<file path="config.mk">
export PLATFORM = sky130hd
export DESIGN_NAME = uart_rx_controller
export DESIGN_NICKNAME = d
export VERILOG_FILES = /design/src/rtl/uart_rx_controller.sv
export SDC_FILE = /design/constraint.sdc
export NUM_CORES = 1
export LEC_CHECK = 0
export CAP_MARGIN = 20
export CORE_MARGIN = 2
export CORE_UTILIZATION = 30
export DETAILED_ROUTE_END_ITERATION = 16
export PLACE_DENSITY = 0.46
export SYNTH_ARGS = -nofsm -noshare
export SYNTH_HDL_FRONTEND = slang
export SYNTH_SLANG_ARGS = --single-unit
</file>
<file path="constraint.sdc">
create_clock -name clk -period 2.8 [get_ports clk]
set_clock_uncertainty 0.05 [all_clocks]
set_input_delay 0.42 -clock clk [delete_from_list [all_inputs] [get_ports clk]]
set_output_delay 0.42 -clock clk [all_outputs]
set_load 0.03 [all_outputs]
</file>
<file path="src/rtl/uart_rx_controller.sv">
// Receive-side UART controller: receiver handshake, error-tagged RX FIFO, config register, irq.
// Optional idle-timeout interrupt and `timeout` port enabled by defining UART_RX_TIMEOUT_EN.

package uart_pkg;
   typedef enum logic [2:0] {
      BAUD_9600, BAUD_19200, BAUD_38400, BAUD_57600, BAUD_115200
   } baud_e;
   typedef enum logic [1:0] {DATA_BITS_5, DATA_BITS_6, DATA_BITS_7, DATA_BITS_8} data_bits_e;
   typedef enum logic [1:0] {PARITY_NONE, PARITY_EVEN, PARITY_ODD} parity_e;
   typedef enum logic [0:0] {STOP_BITS_1, STOP_BITS_2} stop_bits_e;

   typedef struct packed {
      baud_e      baud;
      data_bits_e data_bits;
      parity_e    parity;
      stop_bits_e stop_bits;
      logic       lsb_first;
   } uart_config_t;
endpackage

module uart_rx_controller
   import uart_pkg::*;
#(
   parameter int unsigned DEPTH          = 8,
   parameter int unsigned IRQ_THRESHOLD  = 1,
   parameter int unsigned TIMEOUT_CYCLES = 40000
) (
   input  logic                     clk,
   input  logic                     rst,
   input  logic                     rx_ready,
   input  logic [7:0]               rx_data,
   input  logic                     frame_error,
   input  logic                     parity_error,
   output logic                     clear_rx_ready,
   output uart_config_t             uart_config,
   input  logic                     cfg_wr_en,
   input  uart_config_t             cfg_wr_data,
   input  logic                     rd_en,
   output logic [9:0]               rd_data,
   output logic                     rd_valid,
   output logic [$clog2(DEPTH):0]   count,
   output logic                     empty,
   output logic                     full,
   output logic                     overrun,
   input  logic                     status_clr,
`ifdef UART_RX_TIMEOUT_EN
   output logic                     timeout,
`endif
   output logic                     irq
);

   localparam int unsigned AW = $clog2(DEPTH);
   localparam int unsigned CW = AW + 1;

   localparam logic [0:0] StWait = 1'b0;
   localparam logic [0:0] StAck  = 1'b1;

   localparam uart_config_t CfgDefault = '{
      baud: BAUD_115200, data_bits: DATA_BITS_8, parity: PARITY_NONE,
      stop_bits: STOP_BITS_1, lsb_first: 1'b1
   };

   logic [0:0]    state_q, state_d;
   logic [9:0]    mem_q [DEPTH];
   logic [9:0]    mem_d [DEPTH];
   logic [AW-1:0] head_q, head_d, tail_q, tail_d;
   logic [CW-1:0] count_q, count_d;
   logic [9:0]    rd_data_q, rd_data_d;
   logic          rd_valid_q, rd_valid_d;
   logic          overrun_q, overrun_d;
   uart_config_t  cfg_q, cfg_d;
   logic          capture, push, drop, pop;

   assign empty = (count_q == '0);
   assign full  = (count_q == CW'(DEPTH));

   // A config write swallows a pending frame: it is acknowledged but never captured.
   assign capture = (state_q == StWait) && rx_ready && !cfg_wr_en;
   assign push    = capture && !full;
   assign drop    = capture && full;
   assign pop     = rd_en && !empty;

   always_comb begin
      state_d = state_q;
      case (state_q)
         StWait:  if (rx_ready) state_d = StAck;
         StAck:   if (!rx_ready) state_d = StWait;
         default: state_d = StWait;
      endcase

      mem_d = mem_q;
      if (push) mem_d[tail_q] = {parity_error, frame_error, rx_data};

      head_d  = pop  ? head_q + AW'(1) : head_q;
      tail_d  = push ? tail_q + AW'(1) : tail_q;
      count_d = count_q;
      case ({push, pop})
         2'b10:   count_d = count_q + CW'(1);
         2'b01:   count_d = count_q - CW'(1);
         default: count_d = count_q;
      endcase
      if (cfg_wr_en) begin
         head_d  = '0;
         tail_d  = '0;
         count_d = '0;
      end

      rd_data_d  = pop ? mem_q[head_q] : rd_data_q;
      rd_valid_d = pop;

      overrun_d = overrun_q;
      if (status_clr) overrun_d = 1'b0;
      if (drop)       overrun_d = 1'b1;

      cfg_d = cfg_wr_en ? cfg_wr_data : cfg_q;
   end

   always_ff @(posedge clk) begin
      if (!rst) begin
         state_q    <= StWait;
         mem_q      <= '{default: '0};
         head_q     <= '0;
         tail_q     <= '0;
         count_q    <= '0;
         rd_data_q  <= '0;
         rd_valid_q <= 1'b0;
         overrun_q  <= 1'b0;
         cfg_q      <= CfgDefault;
      end else begin
         state_q    <= state_d;
         mem_q      <= mem_d;
         head_q     <= head_d;
         tail_q     <= tail_d;
         count_q    <= count_d;
         rd_data_q  <= rd_data_d;
         rd_valid_q <= rd_valid_d;
         overrun_q  <= overrun_d;
         cfg_q      <= cfg_d;
      end
   end

   assign clear_rx_ready = (state_q == StAck);
   assign uart_config    = cfg_q;
   assign rd_data        = rd_data_q;
   assign rd_valid       = rd_valid_q;
   assign count          = count_q;
   assign overrun        = overrun_q;

`ifdef UART_RX_TIMEOUT_EN
   localparam int unsigned TW = $clog2(TIMEOUT_CYCLES + 1);

   logic [TW-1:0] idle_q, idle_d;
   logic          timeout_q, timeout_d;

   // Idle count saturates; timeout is set only on the cycle the limit is first reached.
   always_comb begin
      idle_d = idle_q;
      if (push || pop || empty) idle_d = '0;
      else if (idle_q != TW'(TIMEOUT_CYCLES)) idle_d = idle_q + TW'(1);

      timeout_d = timeout_q;
      if (status_clr || count_d == '0) timeout_d = 1'b0;
      if (idle_d == TW'(TIMEOUT_CYCLES) && idle_q != TW'(TIMEOUT_CYCLES)) timeout_d = 1'b1;
   end

   always_ff @(posedge clk) begin
      if (!rst) begin
         idle_q    <= '0;
         timeout_q <= 1'b0;
      end else begin
         idle_q    <= idle_d;
         timeout_q <= timeout_d;
      end
   end

   assign timeout = timeout_q;
   assign irq     = (count_q >= CW'(IRQ_THRESHOLD)) | overrun_q | timeout_q;
`else
   assign irq     = (count_q >= CW'(IRQ_THRESHOLD)) | overrun_q;
`endif

endmodule

</file>
==> impl_metrics.ini <==
[run_status]
status = complete, no violations

[timing]
slew-limit-headroom_pct = 55.3
timing.fmax_ghz = 0.374
min_period_over_period_pct = 95.5
finalSetupViolCount = 0
worst_pin_slew_ps = 670
drv_slew = 0
rsz0062_at_grt = no
setup_tns_ps = 0
finalHoldViolations = 0
fin_crit_ps = 2670

[detailed_routing]
vias = 3477
antenna_left = 0
wire_per_inst_um = 16.9
drc_errors = 0
routed_wl_um = 12500
avgViaCountPerCell = 4.68
first_pass_iters = 4
drt-initial-drc-count = 151

[clocking]
clkTransAtPathRegs_ps = 70
root_buffer = clkbuf_16
htree_levels = 3
cts_tree = done
clk_latency_ps = 350
cts.sinks = 112
cts_hold_buf = 0
cts_buffer_depth = 2
cts_setup_buffers = 0
numCtsBuffers = 9

[layout]
antenna_cells = 0
drive_gt1_share_pct = 8.73
area_growth_syn_to_layout_pct = 23.0
fin_area_um2 = 5920
postLayoutCoreUtil_pct = 37.5
fin_cells = 743
finalNetCount = 553

[worst_setup_path]
path_delay_family = simple AND/OR/NAND/NOR gates
critPathKind = flop to primary output
critPathLaunchType = flop
end_kind = primary output
cp_max_fo = 6
required_ps = 2330
path_cells = inv_1 -> ha_1 -> or3b_2 -> or3_1 -> dlygate4sd2_1
cp_num_buf_inv = 2
max_stage_delay_ps = 510
arrival_ps = 2200
crit_path_top_delay_cell = or3b_2

[placed_design]
place.gp.congestion = 0.672
port_buffers = 53
dp_cells = 727
dp_hpwl_um = 7750
place_area_um2 = 5610

[synthesis]
yosysTopAreaCell = dfxtp_1
async_reset_ff_share_pct = 0
ys.warnings.count = 0
yosysTopAreaCellShare_pct = 46.6
syn_area_per_cell_um2 = 10.1
synth_edf_count = 0
synth.cell_area_um2 = 4810
ys.flop_type = dfxtp_1
synthCells = 474
post-synth-top-count-cell = mux2i_1
syn_nets = 505
synthTopCellsByArea = dfxtp_1, mux2i_1, nand2_1
netlist_top_cells_count = mux2i_1, dfxtp_1, nand2_1
synth_seq_area_share_pct = 46.6
ys_ff_latch = 112
yosysUniqueCellTypes = 35

[flow_run]
drv_cap = 0

[pwr]
switching_share_pct = 23.9
p_seq_share_pct = 50.7
power_frac_comb_pct = 8.0
p_clk_share_pct = 41.4
pwr_density_cell_nw_per_um2 = 542
intPower_mw = 2.44
leakage_nw = 2.30
max-vdd-ir-drop_mv = 0.290
switching_power_mw = 0.766
p_total_mw = 3.21

[die]
die_h_um = 131
initial_utilization_pct = 30.5
rows = 46
core_area_um2 = 15800
die_width_um = 131
dieArea_um2 = 17100
ios = 54

[global_routing]
grt_usage_pct = 15.6
grt-ovfl-total = 0
antenna_found_initial = 0
grt_max_degree = 93
first_global_vias = 3549
grt_pass1_wl_um = 19800

[hold_path]
hold_class = input port to flop
==> power groups by stage <==
stage	combinational (mW)	sequential [mW]	clock, mW
after global placement	0.258	1.66	0
after global routing	0.276	1.63	1.43
after floorplan	0.129	1.68	0
after CTS	0.260	1.63	1.37
after detailed placement	0.261	1.66	0
final	0.255	1.63	1.33
==> placed cells by master, fill, tap and decap left out, types with 2 or more instances in the layout <==
cell type and n:
mux2i_1 130, dfxtp_1 110, nand2_1 99, clkdlybuf4s50_1 50, a22oi_1 20, buf_4 18
a32o_1 10, nor2_1 9, nor2b_1 9, clkbuf_16 9, ha_1 6, inv_1 5
a21oi_1 5, xor2_1 5, and2_1 4, nand3_1 4, nand4b_1 3, or3_1 2
xnor2_1 2, clkinvlp_4 2, dfxtp_2 2
==> path summary, 6_finish.rpt <==
kind | start | end | slack (ps) | cells after the start
worst max-delay path | count[1] | irq | 130 | 5
worst max register to register | count[1] | count[3] | 240 | 10
worst min-delay path | rst | uart_config[4] | 320 | 2
worst min register to register | mem_q[56] | mem_q[56] | 410 | 2
==> cell families after synthesis <==
family	share of synthesized area (%)
AO/OA/AOI/OAI	5.98
buffers and inverters	3.95
XOR/XNOR	1.27
AND/OR/NAND/NOR	13.6
multiplexers	27.0
adder cells (fa/ha/maj)	1.56
flip-flops	46.6
==> registers in the layout, indices dropped and copies added, names as in the netlist <==
signal	cells
rd_data	10
mem_q	80
tail_q	3
uart_config	9
count	4
head_q	3
overrun	1
clear_rx_ready	1
rd_valid	1
==> through the flow <==
step           worst slack, ps  hold slack, ps
4_1_cts                   28.1             310
6_report                   127             315
3_3_place_gp               212             391
3_5_place_dp               145             397
2_1_floorplan              223             384
5_1_grt                   31.2             321
==> repair_timing <==
| action | 4_1_cts | 5_1_grt |
|---|---|---|
| resized for setup | 1 | 2 |
| setup endpoints to repair | 1 | 2 |
| endpoints found under the hold margin | 0 | 0 |
==> worst register-to-register path, cell delays in order, from the launching register on <==
cell	delay [ps]
dfxtp_1	410
inv_1	100
ha_1	220
or3b_2	250
nand2_1	120
inv_1	80
ha_1	230
or4b_2	590
a21oi_1	200
xnor2_1	140
nor2_1	60
==> cell type report <==
class / instances / area [um2]
Sequential cell: 112 / 2240
Timing Repair Buffer: 72 / 682
Tap cell: 216 / 270
Clock inverter: 6 / 67.6
Multi-Input combinational cell: 321 / 2390
Inverter: 6 / 22.5
Clock buffer: 10 / 239
Fill cell: 1610 / 9850
==> metal layers <==
metal | up-vias | part of all wire (%) | GRT usage [%]
li1 | 1733 | - | -
met1 | 1692 | 45 | 19.0
met2 | 38 | 51 | 27.6
met3 | 14 | 2.6 | 3.58
met4 | 0 | 1.7 | 4.38
met5 | - | 0 | 0
Power figures use the tool's default switching activity.
